===== src/rtl/m_ext_issue_ctrl.sv =====
// M-extension issue controller: accepts one mul/div op, latches its operands
// for the M ALU, waits for done or a watchdog timeout, and holds the result
// until the consumer takes it.
// Optional one-entry result reuse cache: define M_RESULT_REUSE_EN.
module m_ext_issue_ctrl #(
  parameter int unsigned TIMEOUT_CYCLES = 64
) (
  input  logic        clk,
  input  logic        rst,
  input  logic        req_valid_i,
  output logic        req_ready_o,
  input  logic [2:0]  funct3_i,
  input  logic [31:0] rs1_data_i,
  input  logic [31:0] rs2_data_i,
  input  logic        flush_i,
  output logic        alu_active_o,
  output logic [31:0] alu_rs1_o,
  output logic [31:0] alu_rs2_o,
  output logic [2:0]  alu_funct3_o,
  input  logic        alu_done_i,
  input  logic [31:0] alu_rd_data_i,
  output logic        rsp_valid_o,
  output logic [31:0] rsp_data_o,
  input  logic        rsp_ready_i,
  output logic        busy_o,
  output logic        timeout_o
);

  localparam int unsigned CNT_W = $clog2(TIMEOUT_CYCLES + 1);
  localparam logic [CNT_W-1:0] CNT_LAST = CNT_W'(TIMEOUT_CYCLES - 1);

  typedef enum logic [1:0] {IDLE, BUSY, RESP} state_t;

  typedef struct packed {
    logic [2:0]  funct3;
    logic [31:0] rs1;
    logic [31:0] rs2;
  } op_t;

  state_t           state, state_nxt;
  op_t              op_q, op_in;
  logic [31:0]      rsp_q;
  logic [CNT_W-1:0] cnt_q;
  logic             tmo_q;
  logic             accept, done_take, tmo_hit, cache_hit;
  logic [31:0]      hit_data;

  assign op_in  = {funct3_i, rs1_data_i, rs2_data_i};
  // flush wins over acceptance in the same cycle
  assign accept = (state == IDLE) && req_valid_i && !flush_i;

`ifdef M_RESULT_REUSE_EN
  logic        cache_vld;
  op_t         cache_key;
  logic [31:0] cache_res;

  assign cache_hit = cache_vld && (cache_key == op_in);
  assign hit_data  = cache_res;

  // record only genuine ALU completions; timeouts and flushed ops never fill
  always_ff @(posedge clk or posedge rst) begin
    if (rst) begin
      cache_vld <= 1'b0;
      cache_key <= '0;
      cache_res <= '0;
    end else if (done_take) begin
      cache_vld <= 1'b1;
      cache_key <= op_q;
      cache_res <= alu_rd_data_i;
    end
  end
`else
  assign cache_hit = 1'b0;
  assign hit_data  = '0;
`endif

  // state register
  always_ff @(posedge clk or posedge rst) begin
    if (rst) state <= IDLE;
    else     state <= state_nxt;
  end

  // next state; done is only meaningful in BUSY since an idle ALU reports done
  always_comb begin
    state_nxt = state;
    done_take = 1'b0;
    tmo_hit   = 1'b0;
    case (state)
      IDLE: if (accept) state_nxt = cache_hit ? RESP : BUSY;
      BUSY: begin
        if (flush_i) state_nxt = IDLE;
        else if (alu_done_i) begin
          done_take = 1'b1;
          state_nxt = RESP;
        end else if (cnt_q == CNT_LAST) begin
          tmo_hit   = 1'b1;
          state_nxt = RESP;
        end
      end
      RESP: if (flush_i || rsp_ready_i) state_nxt = IDLE;
      default: state_nxt = IDLE;
    endcase
  end

  // operand latch, watchdog counter, response data and sticky timeout flag
  always_ff @(posedge clk or posedge rst) begin
    if (rst) begin
      op_q  <= '0;
      rsp_q <= '0;
      cnt_q <= '0;
      tmo_q <= 1'b0;
    end else begin
      if (accept) begin
        op_q  <= op_in;
        cnt_q <= '0;
        if (cache_hit) rsp_q <= hit_data;
      end else if (state == BUSY) begin
        cnt_q <= cnt_q + 1'b1;
      end
      if (done_take) rsp_q <= alu_rd_data_i;
      if (tmo_hit) begin
        rsp_q <= 32'hFFFF_FFFF;
        tmo_q <= 1'b1;
      end
    end
  end

  assign req_ready_o  = (state == IDLE);
  assign alu_active_o = (state == BUSY);
  assign rsp_valid_o  = (state == RESP);
  assign busy_o       = (state != IDLE);
  assign alu_funct3_o = op_q.funct3;
  assign alu_rs1_o    = op_q.rs1;
  assign alu_rs2_o    = op_q.rs2;
  assign rsp_data_o   = rsp_q;
  assign timeout_o    = tmo_q;

endmodule


===== config.mk =====
export PLATFORM = sky130hd
export DESIGN_NAME = m_ext_issue_ctrl
export DESIGN_NICKNAME = d
export VERILOG_FILES = /design/src/rtl/m_ext_issue_ctrl.sv
export SDC_FILE = /design/constraint.sdc
export NUM_CORES = 1
export LEC_CHECK = 0
export ABC_AREA = 1
export BUFFER_PORTS_ARGS = -buffer_cell sky130_fd_sc_hd__buf_2
export CAP_MARGIN = 25
export CORE_ASPECT_RATIO = 0.7
export CORE_MARGIN = 2
export CORE_UTILIZATION = 46
export DETAILED_ROUTE_END_ITERATION = 8
export GPL_TIMING_DRIVEN = 0
export PLACE_DENSITY = 0.8
export SLEW_MARGIN = 20
export SYNTH_ARGS = -nofsm -noshare
export SYNTH_HDL_FRONTEND = slang
export SYNTH_SLANG_ARGS = --single-unit

===== constraint.sdc =====
create_clock -name clk -period 4.85 [get_ports clk]
set_input_delay 0.7275 -clock clk [delete_from_list [all_inputs] [get_ports clk]]
set_output_delay 0.7275 -clock clk [all_outputs]
set_load 0.05 [all_outputs]

==> flow_metrics.py <==
metrics = {
    "power_and_ir_drop": {
        "power_mw": 3.186,
        "leakage_nw": 3.491,
        "powerDensity_nw_per_um2": 540.7,
        "irDropWorstVdd_mv": 0.3141,
    },
    "layout": {
        "num_antenna_cells": 0,
        "fin_area_um2": 5892,
        "layout-drive-gt1-share_pct": 35.61,
        "design.final.nets": 817,
        "syn2layout_area_growth_pct": 35.71,
    },
    "die": {
        "coreArea_um2": 9107,
        "die_x_um": 120.1,
        "num_io_pins": 209,
        "rows": 29,
        "die_h_um": 85.29,
        "initial_utilization_pct": 47.67,
        "die_area_um2": 10240,
    },
    "yosys": {
        "synthFlopType": "dfrtp_1",
        "seq_area_frac_synth_pct": 62.82,
        "synth_edf_count": 0,
        "synth_top_area_cell": "dfrtp_1",
        "synthMostInstantiatedCell": "nand2_1",
        "ys_warn_count": 0,
        "synth_nets": 597,
        "avgSynthCellArea_um2": 8.842,
        "ys_ff_latch": 109,
        "synth_cell_types": 21,
        "synthCells": 491,
        "yosys.area.top_type_share_pct": 62.82,
        "synth.area.top_cells": "dfrtp_1 (63%), nand2_1 (19%), a21oi_1 (3.9%)",
        "async_flop_share_pct": 100.0,
        "synthTopCellsByCount": "nand2_1 (220), dfrtp_1 (109), inv_1 (43)",
        "synth_area_um2": 4342,
    },
    "global_route": {
        "grt_pass1_vias": 3781,
        "grt_max_degree": 64,
        "grt_pass1_wl_um": 17130,
        "grt_use_total_pct": 20.91,
        "antenna_found_initial": 0,
        "grt_overflow_total": 0,
    },
    "routing": {
        "routed_wl_um": 10370,
        "drtAntennaViolNets": 0,
        "met1Wirelength_um": 4632,
        "first_pass_iters": 4,
        "drt_iter0_drc": 194,
        "met3_length_um": 702,
        "dr_total_vias": 3784,
        "dr_wl_met2_um": 4878,
        "wl_per_cell_um": 12.34,
        "highest_layer": "met4",
        "post_drt_via_cell_ratio": 4.505,
        "drc": 0,
    },
    "clock_tree": {
        "cts_root_buf": "clkbuf_16",
        "clock-sinks": 109,
        "cts_buffer_depth": 2,
        "clkTransAtPathRegs_ps": 70,
        "cts_hold_buffers": 0,
        "postCtsSetupBuffers": 0,
        "cts_tree": "done",
        "h-tree-depth": 3,
        "cts_buffers": 9,
        "clk-insertion-delay-late_ps": 340,
        "cts-resized-gates": 0,
    },
    "sta": {
        "max_freq_ghz": 0.4812,
        "hold_violations": 0,
        "slew-limit-headroom_pct": 71.61,
        "rsz0062_at_grt": "no",
        "tightest_slew_ps": 425.8,
        "skew_ps": 6.406,
        "hold_ws_ps": 398.7,
        "finalMaxSlewViolations": 0,
        "tns_ps": 0,
        "finalSetupViolCount": 0,
        "finalCriticalPeriod_ps": 2078,
        "fin_ws_ps": 2772,
        "post-route-period-util_pct": 42.85,
    },
    "run": {
        "drv_cap": 0,
    },
    "setup_path": {
        "r2r-end": "rsp_data_o[0]",
        "cp.required_ps": 4120,
        "cp-start-kind": "register",
        "crit_family": "buffers and inverters",
        "crit_path_cell_trace": "inv_1, nand2_2, inv_2, buf_2",
        "r2r_slack_ps": 3340,
        "cp_max_fo": 7,
        "endpoint_kind": "output pin",
        "slowest_stage": "dfrtp_1",
        "critPathMaxStageDelay_ps": 390,
        "critPathArrivalTime_ps": 1350,
        "path_class": "register to output pin",
        "reg2reg_depth": 8,
        "path_buf_inv": 3,
        "timing.rr.start": "cnt_q[0]",
    },
    "placed_design": {
        "placed_cell_area_um2": 5570,
        "dp_hpwl_um": 7813,
        "place_ws_ps": 3135,
        "gp_congestion": 0.7657,
        "port_buffers": 208,
    },
    "hold_path": {
        "hold_path.class": "input pin to async pin",
    },
    "run_status": {
        "outcome": "finished clean",
    },
}
[worst register-to-register path: stages (launching register included)]
cell     delay (ps)
dfrtp_1         420
ha_1            230
nand3_1         160
inv_1            60
nand2_1         110
nand2_2          80
nand2_4         100
buf_6           150
a21oi_1          80
[stage by stage]
stage               instances  util, %
floorplan                 491        -
global placement          823    60.81
detailed placement        824    61.16
CTS                       840    64.69
global route              840    64.69
finish                    840    64.69
[worst max-delay path by stage]
stage | startpoint | end | slack (ps) | depth (start not counted)
after global routing | state[1] | alu_active_o | 2690 | 4
after CTS | state[1] | alu_active_o | 2760 | 4
after detailed placement | flush_i | alu_rs2_o[19] | 3140 | 8
after global placement | rst | alu_rs1_o[20] | 100 | 2
after floorplan | rst | alu_funct3_o[0] | 1250 | 1
final | state[1] | alu_active_o | 2770 | 4
[layout make-up]
| class | count | area, µm² |
|---|---|---|
| fillers | 777 | 3216 |
| flip-flops and latches | 109 | 2728 |
| multi-input cells | 316 | 1291 |
| repair buffers | 209 | 1069 |
| clock buffers | 9 | 225.2 |
| inverters | 45 | 173.9 |
| well taps | 124 | 155.1 |
| plain buffers | 21 | 153.9 |
| clock inverters | 7 | 96.34 |
[power by group]
group          internal, mW  switching [mW]  leakage [nW]  total, mW
Combinational         0.268           0.938          2.02       1.21
Clock                 0.455           0.320         0.160      0.776
Sequential             1.10           0.102          1.31       1.20
Total                  1.83            1.36          3.49       3.19
[cells in the final DEF, fill, tap and decap left out, types with 3 or more instances in the layout]
cell type    n
nand2_1    220
nor2_1      39
nand2_2      3
nand3_1      6
buf_2      220
a21oi_1     34
inv_1       42
o21ai_0      5
clkbuf_16    9
inv_6        3
dfrtp_1    109
buf_6        7
[cell families after synthesis]
kind of cell	after synthesis	synth area share [%]
buffers and inverters	66	7.435
AO/OA/AOI/OAI	40	4.668
flip-flops	109	62.82
AND/OR/NAND/NOR	274	24.58
XOR/XNOR	1	0.2018
adder cells (fa/ha/maj)	1	0.2881
[sequential cells by signal, summed over array words and instances, names as in the netlist]
signal / flops
alu_funct3_o: 3
state: 2
timeout_o: 1
alu_rs1_o: 32
rsp_data_o: 32
cnt_q: 7
alu_rs2_o: 32
[per-layer routing]
| layer | vias to the layer above | GRT usage, % |
|---|---|---|
| li1 | 1924 | - |
| met1 | 1723 | 27.16 |
| met2 | 126 | 34.56 |
| met3 | 11 | 5.511 |
| met4 | 0 | 6.738 |
| met5 | - | 0 |
Note: power is estimated with default switching activity, not from simulation.
